[config.mk]
export PLATFORM = sky130hd
export DESIGN_NAME = fetch_buffer_flat
export DESIGN_NICKNAME = d
export VERILOG_FILES = /design/src/rtl/fetch_buffer_pkg.sv /design/src/rtl/fetch_buffer_if.sv /design/src/rtl/fetch_buffer_ctrl.sv /design/src/rtl/fetch_buffer.sv /design/src/flat_wrapper.sv
export SDC_FILE = /design/constraint.sdc
export NUM_CORES = 1
export LEC_CHECK = 0
export CORE_MARGIN = 3
export CORE_UTILIZATION = 40
export CTS_CLUSTER_SIZE = 20
export DETAILED_ROUTE_END_ITERATION = 16
export DONT_BUFFER_PORTS = 1
export GPL_TIMING_DRIVEN = 0
export SLEW_MARGIN = 10
export SYNTH_ARGS = -nofsm -noshare
export SYNTH_HDL_FRONTEND = slang
export SYNTH_SLANG_ARGS = --single-unit
[constraint.sdc]
create_clock -name clock -period 7.3 [get_ports clock]
set_input_delay 2.19 -clock clock [delete_from_list [all_inputs] [get_ports clock]]
set_output_delay 2.19 -clock clock [all_outputs]
set_load 0.02 [all_outputs]
[src/rtl/fetch_buffer_pkg.sv]
// Shared types and constants for the fetch -> decode instruction queue.
package fetch_buffer_pkg;

    localparam int DEF_ADDR_W  = 64;
    localparam int DEF_INSTR_W = 32;

    // Presented to decode whenever the queue is empty.
    localparam logic [DEF_INSTR_W-1:0] NOP_INSTR = 32'hD503201F;

    typedef struct packed {
        logic [DEF_INSTR_W-1:0] instruction;
        logic [DEF_ADDR_W-1:0]  pc;
        logic [DEF_ADDR_W-1:0]  pc_link;
    } fetch_entry_t;

endpackage

[src/rtl/fetch_buffer_if.sv]
// Fetch-side and decode-side handshake bundle of the fetch buffer.
interface fetch_buffer_if #(
    parameter int ADDR_W  = 64,
    parameter int INSTR_W = 32
);
    logic               in_valid;
    logic               in_ready;
    logic [INSTR_W-1:0] in_instruction;
    logic [ADDR_W-1:0]  in_pc;
    logic [ADDR_W-1:0]  in_pc_link;
    logic               out_valid;
    logic               out_ready;
    logic [INSTR_W-1:0] out_instruction;
    logic [ADDR_W-1:0]  out_pc;
    logic [ADDR_W-1:0]  out_pc_link;

    // Fetch and decode stages (or a bench standing in for them).
    modport master (
        output in_valid, in_instruction, in_pc, in_pc_link, out_ready,
        input  in_ready, out_valid, out_instruction, out_pc, out_pc_link
    );

    // The buffer itself.
    modport slave (
        input  in_valid, in_instruction, in_pc, in_pc_link, out_ready,
        output in_ready, out_valid, out_instruction, out_pc, out_pc_link
    );
endinterface

[src/rtl/fetch_buffer_ctrl.sv]
// Pointer and occupancy control for the fetch buffer: push/pop/flush priority.
module fetch_buffer_ctrl #(
    parameter int DEPTH = 4,
    parameter int PTR_W = $clog2(DEPTH),
    parameter int CNT_W = $clog2(DEPTH + 1)
) (
    input  logic             clock,
    input  logic             reset,
    input  logic             flush,
    input  logic             in_valid,
    input  logic             out_ready,
    output logic             in_ready,
    output logic             out_valid,
    output logic             push,
    output logic [PTR_W-1:0] wr_ptr,
    output logic [PTR_W-1:0] rd_ptr,
    output logic [CNT_W-1:0] count
);

    logic [PTR_W-1:0] wr_ptr_q, wr_ptr_d;
    logic [PTR_W-1:0] rd_ptr_q, rd_ptr_d;
    logic [CNT_W-1:0] count_q, count_d;
    logic             pop;

    // Handshake readiness comes only from registered occupancy, so there is
    // no combinational path from out_ready/in_valid to in_ready.
    assign in_ready  = (count_q != CNT_W'(DEPTH));
    assign out_valid = (count_q != '0);
    assign push      = in_valid & in_ready & ~flush;
    assign pop       = out_valid & out_ready & ~flush;

    assign wr_ptr = wr_ptr_q;
    assign rd_ptr = rd_ptr_q;
    assign count  = count_q;

    // Next-state: flush clears everything and discards same-cycle push/pop.
    always_comb begin
        wr_ptr_d = wr_ptr_q;
        rd_ptr_d = rd_ptr_q;
        count_d  = count_q;
        if (flush) begin
            wr_ptr_d = '0;
            rd_ptr_d = '0;
            count_d  = '0;
        end else begin
            if (push) wr_ptr_d = wr_ptr_q + PTR_W'(1);
            if (pop)  rd_ptr_d = rd_ptr_q + PTR_W'(1);
            case ({push, pop})
                2'b10:   count_d = count_q + CNT_W'(1);
                2'b01:   count_d = count_q - CNT_W'(1);
                default: count_d = count_q;
            endcase
        end
    end

    // State registers; reset wins over flush, push and pop.
    always_ff @(posedge clock) begin
        if (reset) begin
            wr_ptr_q <= '0;
            rd_ptr_q <= '0;
            count_q  <= '0;
        end else begin
            wr_ptr_q <= wr_ptr_d;
            rd_ptr_q <= rd_ptr_d;
            count_q  <= count_d;
        end
    end

endmodule

[src/rtl/fetch_buffer.sv]
// Instruction queue between fetch and decode; in_ready drives fetch PCWrite.
module fetch_buffer
    import fetch_buffer_pkg::*;
#(
    parameter int DEPTH   = 4,
    parameter int ADDR_W  = DEF_ADDR_W,
    parameter int INSTR_W = DEF_INSTR_W,
    parameter int PTR_W   = $clog2(DEPTH),
    parameter int CNT_W   = $clog2(DEPTH + 1)
) (
    input  logic               clock,
    input  logic               reset,
    input  logic               flush,
    fetch_buffer_if.slave      bus,
    output logic [CNT_W-1:0]   count
);

    fetch_entry_t     mem_q [DEPTH];
    fetch_entry_t     head;
    logic             push;
    logic [PTR_W-1:0] wr_ptr;
    logic [PTR_W-1:0] rd_ptr;

    fetch_buffer_ctrl #(
        .DEPTH (DEPTH)
    ) u_ctrl (
        .clock     (clock),
        .reset     (reset),
        .flush     (flush),
        .in_valid  (bus.in_valid),
        .out_ready (bus.out_ready),
        .in_ready  (bus.in_ready),
        .out_valid (bus.out_valid),
        .push      (push),
        .wr_ptr    (wr_ptr),
        .rd_ptr    (rd_ptr),
        .count     (count)
    );

    // Entry storage; contents are don't-care after reset, so no reset here.
    always_ff @(posedge clock) begin
        if (push) begin
            mem_q[wr_ptr].instruction <= bus.in_instruction;
            mem_q[wr_ptr].pc          <= bus.in_pc;
            mem_q[wr_ptr].pc_link     <= bus.in_pc_link;
        end
    end

    // Head read straight from storage; an empty queue shows a NOP at PC 0.
    always_comb begin
        head = mem_q[rd_ptr];
        if (!bus.out_valid) begin
            head.instruction = NOP_INSTR;
            head.pc          = '0;
            head.pc_link     = '0;
        end
    end

    assign bus.out_instruction = head.instruction;
    assign bus.out_pc          = head.pc;
    assign bus.out_pc_link     = head.pc_link;

endmodule

[src/flat_wrapper.sv]
// flat-port wrapper written by rule: the top's interface ports become plain ports
module fetch_buffer_flat import fetch_buffer_pkg::*;
#(
    parameter int DEPTH   = 4,
    parameter int ADDR_W  = DEF_ADDR_W,
    parameter int INSTR_W = DEF_INSTR_W,
    parameter int PTR_W   = $clog2(DEPTH),
    parameter int CNT_W   = $clog2(DEPTH + 1)
)
  (clock, reset, flush, count, bus_in_valid, bus_in_instruction, bus_in_pc, bus_in_pc_link, bus_out_ready, bus_in_ready, bus_out_valid, bus_out_instruction, bus_out_pc, bus_out_pc_link);
  fetch_buffer_if #(.ADDR_W(ADDR_W), .INSTR_W(INSTR_W)) bus_i ();
  input  logic clock;
  input  logic reset;
  input  logic flush;
  output logic [CNT_W-1:0] count;
  input wire logic [$bits(bus_i.in_valid)-1:0] bus_in_valid;
  input wire logic [$bits(bus_i.in_instruction)-1:0] bus_in_instruction;
  input wire logic [$bits(bus_i.in_pc)-1:0] bus_in_pc;
  input wire logic [$bits(bus_i.in_pc_link)-1:0] bus_in_pc_link;
  input wire logic [$bits(bus_i.out_ready)-1:0] bus_out_ready;
  output wire logic [$bits(bus_i.in_ready)-1:0] bus_in_ready;
  output wire logic [$bits(bus_i.out_valid)-1:0] bus_out_valid;
  output wire logic [$bits(bus_i.out_instruction)-1:0] bus_out_instruction;
  output wire logic [$bits(bus_i.out_pc)-1:0] bus_out_pc;
  output wire logic [$bits(bus_i.out_pc_link)-1:0] bus_out_pc_link;
  assign bus_i.in_valid = bus_in_valid;
  assign bus_i.in_instruction = bus_in_instruction;
  assign bus_i.in_pc = bus_in_pc;
  assign bus_i.in_pc_link = bus_in_pc_link;
  assign bus_i.out_ready = bus_out_ready;
  assign bus_in_ready = bus_i.in_ready;
  assign bus_out_valid = bus_i.out_valid;
  assign bus_out_instruction = bus_i.out_instruction;
  assign bus_out_pc = bus_i.out_pc;
  assign bus_out_pc_link = bus_i.out_pc_link;
  fetch_buffer #(.DEPTH(DEPTH), .ADDR_W(ADDR_W), .INSTR_W(INSTR_W), .PTR_W(PTR_W), .CNT_W(CNT_W)) u_core (.clock(clock), .reset(reset), .flush(flush), .bus(bus_i), .count(count));
endmodule
### Yosys cells after proc, flatten, opt, wreduce, memory -nomap -nowiden

Memory sizes are Yosys's and may differ from the RTL's. A register that Yosys moved wholly into a read port is not among the register bits.
Index checks and enable logic that the tools add are counted.

* magnitude comparators: 0
* shift-type cells: 0
* $add $sub $neg: 4
* muxes and demuxes: 6
* bitwise gates (word level): 5
* div/mod/pow operators: 0
* multipliers: 0
* equal/unequal tests: 3
* reduce and logical (&&, ||, !) cells: 3

Operators with widths (count)
* 160-bit 2-to-1 mux: 1
* 3-bit case mux with 2 select lines: 1
* 2-bit by 1-bit adder with 2-bit output, second input constant: 2
* 1-bit bitwise AND: 4
* 2-bit 2-to-1 mux: 2
* 3-bit by 1-bit adder with 3-bit output, second input constant: 1
* 3-bit inequality test, second input constant: 1
* 3-bit nonzero test: 1
* 3-bit by 1-bit subtractor with 3-bit output, second input constant: 1
* 2-bit by 1-bit == test with 1-bit output, second input constant: 1
* 2-bit == test, second input constant: 1
* 1-bit 2-to-1 mux: 2
* 2-bit nonzero test: 1
* 2-bit OR reduction: 1
* 1-bit inverter: 1

* word-level logic and storage cells: 25
* output and inout port bits: 165
* input port bits: 165
* memories kept: 1
* register bits: 7
* RAM bits: 640
* bits in latches: 0
* ROM bits: 0

Memories
* u_core.mem_q: words 4, width 160, rd ports 1, clocked after Yosys merged registers in 1, wr ports 1, RTL line fetch_buffer.sv:18 `fetch_entry_t mem_q [DEPTH];`

### Logic depth before layout (Yosys ltp)

Gate-level depths: netlist (run 1).

* depth in word-level cells: 5
* gate-level depth with buffers: 10

### Modules after synthesis

Synthesis (run 1) repeated with hierarchy kept, for this count alone.

* cell total of the unflattened synthesis: 1242
* area total of the unflattened synthesis: 24526.0 um^2

Modules (own cells, without submodules)
* fetch_buffer: seq. area each 19218.4 um^2, area an instance 24163.2 um^2, times used 1, cells an instance 1199
* fetch_buffer_ctrl: seq. area each 140.1 um^2, area an instance 362.8 um^2, times used 1, cells an instance 43

### Worst setup path after synthesis (run 1)

OpenSTA, ideal clock, no wires.

* path type: input to register
* start: input bus_in_valid
* end: memory u_core.mem_q[0][0] (netlist name), enable pin
* cell stages on the path: 2
* arrival time: 6.248 ns
* slack: 0.512 ns
* cells stage by stage: nor2b_1 > and3_1

* longest elaborated chain between the ends: 4

RTL lines
* from (decl): RTL line flat_wrapper.sv:16 `input wire logic [$bits(bus_i.in_valid)-1:0] bus_in_valid;`
* 1-bit bitwise AND (2 in series): RTL line fetch_buffer_ctrl.sv:29 `assign push = in_valid & in_ready & ~flush;`
* 1-bit 2-to-1 mux: RTL line fetch_buffer.sv:42 `if (push) begin`
* 1-bit 2-to-1 mux (not written as such): RTL line fetch_buffer.sv:45 `mem_q[wr_ptr].pc_link <= bus.in_pc_link;`
* to (decl): RTL line fetch_buffer.sv:18

Every way passes these cells.

==> results of run 1 <==
## power by group through the flow
stage | combinational, mW | sequential (mW) | clock [mW]
after detailed placement | 0.206 | 4.24 | 0
after global placement | 0.197 | 4.26 | 0
after floorplan | 0.146 | 4.25 | 0
after global routing | 0.215 | 4.17 | 3.57
after CTS | 0.206 | 4.17 | 3.42
final | 0.198 | 4.17 | 3.31
## area by class of cell
class,instances,area share (%)
Multi-Input combinational cell,359,17.43
Sequential cell,649,68.97
Buffer,55,1.183
Timing Repair Buffer,13,1.219
Inverter,7,0.09342
Tap cell,782,3.479
Clock inverter,33,1.045
Clock buffer,91,6.584
## flip-flops by register name (all words and copies together) (netlist names), named ones only
register / count
u_core.u_ctrl.rd_ptr: 2
u_core.u_ctrl.wr_ptr: 2
u_core.mem_q: 640
u_core.u_ctrl.count: 3
## stage by stage
step           setup WS (ns)  setup TNS, ns  util, %
2_1_floorplan         0.5116              0        -
3_3_place_gp          -3.128       -1943.71    42.21
3_5_place_dp           2.445              0    42.81
4_1_cts                1.772              0    46.34
5_1_grt                1.749              0    46.34
6_report               2.005              0    46.34
## kinds of logic after synthesis
| kind of cell | Yosys count | share of synthesized area, % |
|---|---|---|
| mux | 160 | 14.63 |
| buf+inv | 62 | 1.452 |
| fa+ha+maj | 6 | 0.3352 |
| compound gates | 9 | 0.2133 |
| xor+xnor | 3 | 0.1067 |
| flops | 649 | 78.73 |
| simple gates | 181 | 4.535 |
## cell usage in the layout, fill, tap and decap left out, types with 7 or more instances in the layout
master	count
buf_2	16
dfxtp_1	9
and2_1	148
edfxtp_1	640
nor2_1	7
or2_2	14
mux4_2	160
clkbuf_16	71
clkbuf_1	44
inv_1	7
buf_16	11
clkinv_1	14
buf_6	14
## worst max-delay path: stages, from the launching register on
cell,delay (ns)
dfxtp_1,0.30
buf_2,0.24
clkbuf_1,0.89
buf_2,0.46
mux4_2,0.35
and2_1,0.28
## path summary, 6_finish.rpt
| check | slack (ns) | cells after the start | end |
|---|---|---|---|
| max reg2reg | 4.66 | 10 | u_core.u_ctrl.count[2] |
| min | 0.49 | 2 | u_core.u_ctrl.rd_ptr[1] |
| max | 2.01 | 5 | bus_out_pc_link[39] |
| min reg2reg | 0.49 | 2 | u_core.u_ctrl.rd_ptr[1] |
## routing by layer
| metal | up-vias | GRT usage (%) |
|---|---|---|
| met3 | 84 | 7.791 |
| met2 | 310 | 25.57 |
| li1 | 4557 | - |
| met1 | 5607 | 19.01 |
| met5 | - | 0 |
| met4 | 0 | 4.489 |
==> metrics.cfg, run 1 <==
[run_status]
outcome=completed

[placed_design]
place_inst=1865
placed_area_mm2=0.02598
routabilityCongestion=0.6966
hpwlAfterDp_um=32120
io_buffer_count=0

[sta]
maxSlewHeadroom_pct=22.77
period_share_pct=72.53
skew_ns=0.01357
hold_ws_ns=0.4896
period_needed_ns=5.295
rsz0062_at_grt=no
hold_viol_final=0
worst_pin_slew_ns=1.159
drv_slew=0
setup_viol=0
max_freq_mhz=188.9

[detailed_routing]
vias=10558
wl_per_cell_um=25.60
drt_iter0_drc=619
antenna_left=0
topRoutingLayerUsed=met4
routed_via_density=5.308
dr.pass1.iters=4
drc_errors=0
wl_met2_um=25060
wl_met1_um=19400
met3_length_um=5317
wl_um=50920

[worst_hold_path]
min_from=u_core.u_ctrl.rd_ptr[1]
holdCritPathClass=reg2reg

[clock_tree]
tritoncts=yes
cts_resized=0
cts_buffers=70
ctsRootBufferMaster=clkbuf_16
clock_latency_ns=0.59
htreeDepth=3
cts_buffer_depth=3
clkSlewWorstSetupHoldPaths_ns=0.05
ctsHoldBuffers=0
postCtsSetupBuffers=0
cts.sinks=649

[job]
maxCapViolations=0

[power]
switching_share_pct=19.73
internal_power_mw=6.164
combPwrFrac_pct=2.6
pwr-share-clk_pct=43.2
seqPwrFrac_pct=54.2
total_power_mw=7.679
peakVddDrop_uv=194.6
p_per_area_mw_per_mm2=273.0
power.switching_mw=1.515
power.leakage_nw=8.625

[final_layout]
final_area_mm2=0.02813
fillCellCount=4992
multiInputGateArea_mm2=0.004902
instances_no_fill=1989
area_delta_synth_final_pct=14.16
n_antenna_cell=0
regArea_mm2=0.01940
drive_gt1_share_pct=25.93
nNetsFinal=1326

[synthesis]
syn-num-nets=1241
synth_seq_cells=649
ys.flop_type=edfxtp_1
yosysTopAreaCell=edfxtp_1
synthTopCellsByCount=640 x edfxtp_1, 160 x mux4_2, 148 x and2_1
yosysTopAreaCellShare_pct=78.00
syn_avg_cell_area_um2=23.03
yosysSeqAreaShare_pct=78.73
synthDistinctLibCells=25
synthCells=1070
synth-edff-count=640
synth_area_mm2=0.02464
synthArstFlopShare_pct=0
ys_warn_count=0
netlist_top_cells_area=edfxtp_1 78%, mux4_2 15%, and2_1 3.8%, dfxtp_1 0.73%, buf_6 0.64%
yosysMostFrequentCell=edfxtp_1

[grt]
grt_max_degree=50
grt_pass1_vias=11415
grt_first_pass_wirelength_um=74860
grtUsageTotal_pct=15.84
antenna_found_initial=0
grt_overflow=0

[setup_path]
r2r-start=u_core.u_ctrl.count[2]
cp_max_fo=10
critPathKind=reg2out
required_ns=5.11
critPathCaptureType=output pin
cp_data_arrival_time_ns=3.10
worst_setup_path_start_kind=register

[die]
rows=90
core_area_mm2=0.06070
die_area_mm2=0.06461
floorplan.initialDensity_pct=40.59
fp.dieW_um=254.2
die_y_um=254.2
io_pins=330

Power figures use the tool's default switching activity.
==> inputs of run 2 (changes only) <==
- clock period: 7.3 -> 4.5 ns (I/O delays scaled with it)
==> metrics.cfg, run 2 (synthesis results as in run 1) <==
[run_status]
outcome=completed

[sta]
postLayoutSetupSlackWorst_ns=0.2579  ; -1.747 ns
skew_ns=0.01636  ; +0.002785 ns
period_share_pct=94.27
max_freq_mhz=235.7
worst_pin_slew_ns=0.8271  ; -0.3314 ns
rsz0062_at_grt=no
drv_slew=0  ; unchanged
hold_ws_ns=0.5049  ; +0.01526 ns
maxSlewHeadroom_pct=44.86  ; +22 points
hold_viol_final=0  ; unchanged
period_needed_ns=4.242
setup_viol=0  ; unchanged

[die]
fp.dieW_um=254.2  ; unchanged
rows=90  ; unchanged
die_y_um=254.2  ; unchanged
core_area_mm2=0.06070  ; unchanged
floorplan.initialDensity_pct=40.59  ; unchanged
die_area_mm2=0.06461  ; unchanged
io_pins=330  ; unchanged

[clock_tree]
cts_resized=3  ; +3
cts_buffer_depth=3  ; unchanged
postCtsSetupBuffers=0  ; unchanged
tritoncts=yes
clock_latency_ns=0.59  ; about the same
htreeDepth=3  ; unchanged
clkSlewWorstSetupHoldPaths_ns=0.06  ; about the same
cts.sinks=649  ; unchanged
ctsRootBufferMaster=clkbuf_16
ctsHoldBuffers=0  ; unchanged
cts_buffers=70  ; unchanged

[detailed_routing]
drt_iter0_drc=588  ; -5.0%
vias=10564  ; +0.057%
wl_per_cell_um=26.01  ; +1.6%
routed_via_density=5.314  ; +0.11%
dr.pass1.iters=4  ; unchanged
wl_um=51710  ; +1.6%
drc_errors=0  ; unchanged
antenna_left=0  ; unchanged

[placed_design]
pre_cts_ws_ns=0.4793  ; -1.966 ns
hpwlAfterDp_um=33250  ; +3.5%
routabilityCongestion=0.7016  ; +0.72%
io_buffer_count=0  ; unchanged

[final_layout]
n_antenna_cell=0  ; unchanged
top_register=u_core.mem_q
fillCellCount=5003  ; +0.22%
drive_gt1_share_pct=26.87  ; +0.93 points
final_cell_mix=640 x edfxtp_1, 160 x mux4_2, 148 x and2_1, 73 x clkbuf_16, 34 x clkbuf_1
area_delta_synth_final_pct=14.66
largest_reg_flops=640  ; unchanged
multiInputGateArea_mm2=0.004908  ; +0.13%
nNetsFinal=1327  ; +0.075%
regArea_mm2=0.01940  ; unchanged
final_common_cell=edfxtp_1

[worst_hold_path]
holdPathStages=2  ; unchanged
hold_end=u_core.u_ctrl.rd_ptr[1]
min_from=u_core.u_ctrl.rd_ptr[1]
holdCritPathClass=reg2reg

[grt]
grt_first_pass_wirelength_um=75300  ; +0.59%
antenna_found_initial=0  ; unchanged
grtUsageTotal_pct=16.05  ; +0.21 points
grt_overflow=0  ; unchanged
grt_pass1_vias=11473  ; +0.51%
grt_max_degree=48  ; -4.0%

[power]
power.leakage_nw=8.711  ; +1.0%
power.switching_mw=2.471  ; +63%
internal_power_mw=10.20  ; +65%
pwr-share-clk_pct=44.1  ; +0.9 points
switching_share_pct=19.50  ; -0.22 points
p_per_area_mw_per_mm2=448.5  ; +64%
seqPwrFrac_pct=53.3  ; -0.9 points
combPwrFrac_pct=2.6  ; about the same
peakVddDrop_uv=312.9  ; +61%

[setup_path]
cp_max_fo=10  ; unchanged
worst_setup_path_start_kind=register
r2r_setup_slack_ns=1.80  ; -2.86 ns
regToRegEndpoint=u_core.mem_q[0][90]
cp_data_arrival_time_ns=2.89  ; -0.21 ns
ff2ff_path_depth=5  ; -5
critPathCaptureType=output pin
r2r-start=u_core.u_ctrl.count[0]
required_ns=3.15  ; -1.96 ns
critPathKind=reg2out

[job]
maxCapViolations=0  ; unchanged

[run 2: cell types whose count changed in the layout (fill, tap and decap cells not counted), moves of 2 or more]
| cell | previous run | this run |
|---|---|---|
| clkbuf_1 | 44 | 34 |
| buf_12 | 2 | 6 |
| clkinvlp_4 | 5 | 2 |
| inv_6 | 2 | 5 |
| buf_16 | 11 | 9 |
| bufinv_16 | 4 | 6 |
| clkbuf_16 | 71 | 73 |
| clkbuf_2 | 1 | 3 |
| clkbuf_8 | 0 | 2 |
| clkinv_1 | 14 | 12 |
| clkinv_2 | 5 | 7 |
| clkinv_8 | 2 | 0 |
[run 2: layout make-up]
| class | instances | area share, % |
|---|---|---|
| well taps | 782 | 3.463 |
| flip-flops and latches | 649 | 68.67 |
| repair buffers | 15 | 1.302 |
| clock inverters | 34 | 1.191 |
| inverters | 7 | 0.09301 |
| multi-input cells | 359 | 17.37 |
| plain buffers | 54 | 1.174 |
| clock buffers | 88 | 6.736 |
[run 2: worst max-delay path, cell delays in order, from the launching register on]
cell and delay (ns):
dfxtp_1 0.60, nor3_4 0.14, inv_1 0.18, clkbuf_2 0.52, clkbuf_1 0.46, and2_1 0.38
[run 2: metal layers]
layer / vias to the layer above / global-route usage, % / wire length, µm
li1: 4563 / - / -
met1: 5616 / 18.71 / 19150
met2: 314 / 26.91 / 26300
met3: 71 / 7.169 / 5238
met4: 0 / 4.882 / 1018
met5: - / 0 / 0
[run 2: per-stage QoR]
stage | instances | util (%) | total power, mW | cell area [µm²] | setup TNS [ns]
global route | 1988 | 46.54 | 13.10 | 28250 | 0
detailed placement | 1867 | 42.85 | 7.220 | 26010 | 0
CTS | 1988 | 46.54 | 12.84 | 28250 | 0
finish | 1988 | 46.54 | 12.67 | 28250 | 0
global placement | 1852 | 42.21 | 7.212 | 25620 | -940.09
floorplan | 1070 | - | 7.120 | 24640 | 0
[run 2: worst max-delay path by stage]
stage / depth (start not counted) / startpoint / endpoint / slack, ns
floorplan: 2 / bus_in_valid / u_core.mem_q[0][0] / 0.38
global placement: 2 / bus_in_valid / u_core.mem_q[3][95] / -1.51
detailed placement: 5 / u_core.u_ctrl.count[0] / bus_out_pc_link[33] / 0.48
CTS: 5 / u_core.u_ctrl.count[0] / bus_out_pc_link[33] / 0.04
global route: 5 / u_core.u_ctrl.count[0] / bus_out_pc_link[55] / 0.03
finish: 5 / u_core.u_ctrl.count[0] / bus_out_pc_link[51] / 0.26
[run 2: power groups by stage]
stage | Sequential (mW) | Clock, mW | Combinational [mW]
floorplan | 6.88 | 0 | 0.237
global placement | 6.89 | 0 | 0.320
detailed placement | 6.88 | 0 | 0.336
CTS | 6.76 | 5.75 | 0.337
global route | 6.76 | 5.99 | 0.351
finish | 6.76 | 5.59 | 0.323
==> inputs of run 3 (changes only) <==
- PLACE_DENSITY: default -> 0.57
==> metrics.cfg, run 3 (synthesis results as in run 1) <==
[detailed_routing]
dr.pass1.iters=4  ; unchanged
drt_iter0_drc=643  ; +9.4%
antenna_left=0  ; unchanged
drc_errors=0  ; unchanged
vias=10513  ; -0.48%
routed_via_density=5.278  ; -0.68%
wl_um=51780  ; +0.12%
wl_per_cell_um=25.99  ; about the same

[final_layout]
fillCellCount=5019  ; +0.32%
final_common_cell=edfxtp_1
top_register=u_core.mem_q
n_antenna_cell=0  ; unchanged
drive_gt1_share_pct=26.45  ; -0.42 points
area_delta_synth_final_pct=14.38
largest_reg_flops=640  ; unchanged
final_area_mm2=0.02818  ; -0.24%
multiInputGateArea_mm2=0.004902  ; -0.13%
regArea_mm2=0.01940  ; unchanged
nNetsFinal=1326  ; -0.075%
final_cell_mix=640 x edfxtp_1, 160 x mux4_2, 148 x and2_1, 72 x clkbuf_16, 34 x clkbuf_1

[power]
total_power_mw=12.56  ; -0.90%
p_per_area_mw_per_mm2=445.6  ; -0.66%
peakVddDrop_uv=325.6  ; +4.1%
power.leakage_nw=8.692  ; -0.22%

[die]
die_area_mm2=0.06461  ; unchanged
io_pins=330  ; unchanged
fp.dieW_um=254.2  ; unchanged
floorplan.initialDensity_pct=40.59  ; unchanged
rows=90  ; unchanged
die_y_um=254.2  ; unchanged
core_area_mm2=0.06070  ; unchanged

[clock_tree]
ctsHoldBuffers=0  ; unchanged
tritoncts=yes
clkSlewWorstSetupHoldPaths_ns=0.06  ; about the same
htreeDepth=3  ; unchanged
cts.sinks=649  ; unchanged
cts_buffer_depth=3  ; unchanged
clock_latency_ns=0.59  ; about the same
ctsRootBufferMaster=clkbuf_16
cts_buffers=71  ; +1.4%

[placed_design]
placed_area_mm2=0.02599  ; about the same
io_buffer_count=0  ; unchanged
pre_cts_ws_ns=0.5361  ; +0.05673 ns
routabilityCongestion=0.6778  ; -3.4%
hpwlAfterDp_um=33090  ; -0.47%

[grt]
grt_max_degree=50  ; +4.2%
antenna_found_initial=0  ; unchanged
grtUsageTotal_pct=16.11  ; +0.055 points
grt_pass1_vias=11430  ; -0.37%
grt_overflow=0  ; unchanged
grt_first_pass_wirelength_um=75730  ; +0.57%

[setup_path]
required_ns=3.15  ; about the same
r2r_setup_slack_ns=1.79  ; about the same
worst_setup_path_start_kind=register
cp_max_fo=10  ; unchanged
critPathKind=reg2out
r2r-start=u_core.u_ctrl.count[0]
ff2ff_path_depth=5  ; unchanged
cp_data_arrival_time_ns=2.89  ; about the same
critPathCaptureType=output pin
critPathBufInv=3  ; unchanged
crit_chain=nor3_2 > inv_1 > clkbuf_2 > clkbuf_1 > and2_1
critPathTopFamily=buffers and inverters
crit_slowest_cell=dfxtp_1
critPathMaxStageDelay_ns=0.57  ; -0.03 ns
regToRegEndpoint=u_core.mem_q[3][98]

[job]
maxCapViolations=0  ; unchanged

[worst_hold_path]
holdPathStages=2  ; unchanged
min_from=u_core.u_ctrl.rd_ptr[1]
holdCritPathClass=reg2reg
hold_end=u_core.u_ctrl.rd_ptr[1]

[sta]
tns_ns=0  ; unchanged
period_share_pct=94.30  ; about the same
rsz0062_at_grt=no
postLayoutSetupSlackWorst_ns=0.2563  ; -0.001551 ns
maxSlewHeadroom_pct=47.28  ; +2.4 points
hold_viol_final=0  ; unchanged
setup_viol=0  ; unchanged
skew_ns=0.01989  ; +0.003533 ns
period_needed_ns=4.244  ; +0.001551 ns
max_freq_mhz=235.6  ; about the same
drv_slew=0  ; unchanged
worst_pin_slew_ns=0.7908  ; -0.03629 ns

[run_status]
outcome=completed

## run 3: metrics by stage
step	cells	util, %	hold WS (ns)
2_1_floorplan	1070	-	0.4591
3_3_place_gp	1852	42.21	0.4908
3_5_place_dp	1865	42.82	0.4880
4_1_cts	1992	46.43	0.4958
5_1_grt	1992	46.43	0.5195
6_report	1992	46.43	0.4910
## run 3: area by class of cell
type,count,area share (%)
clock inverter,43,1.221
tap,782,3.472
multi-input combinational,359,17.39
timing repair buffer,13,1.243
buffer,54,1.177
sequential,649,68.83
clock buffer,85,6.566
inverter,7,0.09323
## run 3: routing by layer
layer | track usage [%] | share of wire (%) | up-vias
met5 | 0 | 0 | -
met2 | 26.10 | 50 | 285
met1 | 19.78 | 39 | 5577
met3 | 6.782 | 9.3 | 81
met4 | 5.111 | 2.3 | 0
li1 | - | - | 4570
## run 3: where the power goes
group / leakage [nW] / switching (mW) / internal, mW / total, mW
Combinational: 1.72 / 0.204 / 0.123 / 0.327
Sequential: 5.89 / 0.0183 / 6.74 / 6.76
Clock: 1.08 / 2.25 / 3.22 / 5.47
Total: 8.69 / 2.47 / 10.1 / 12.6
## run 3: worst register-to-register path: cells and delay by family (launching register included)
kind | cells | cell delay (ns)
buf+inv | 3 | 0.87
flops | 1 | 0.57
simple gates | 2 | 0.90
## run 3: worst max path at each step
stage                           start                   to  slack [ns]  depth (start not counted)
2_1_floorplan            bus_in_valid   u_core.mem_q[0][0]        0.38                          2
3_3_place_gp             bus_in_valid  u_core.mem_q[0][92]       -1.56                          2
3_5_place_dp   u_core.u_ctrl.count[0]  bus_out_pc_link[41]        0.54                          5
4_1_cts        u_core.u_ctrl.count[0]  bus_out_pc_link[51]        0.09                          5
5_1_grt        u_core.u_ctrl.count[0]  bus_out_pc_link[51]        0.02                          5
6_report       u_core.u_ctrl.count[0]  bus_out_pc_link[57]        0.26                          5
## run 3: repair_timing
| action | in CTS | in global routing |
|---|---|---|
| buffers inserted | 0 | 0 |
| gates resized for setup | 2 | 0 |
| endpoints found under the setup margin | 37 | 0 |
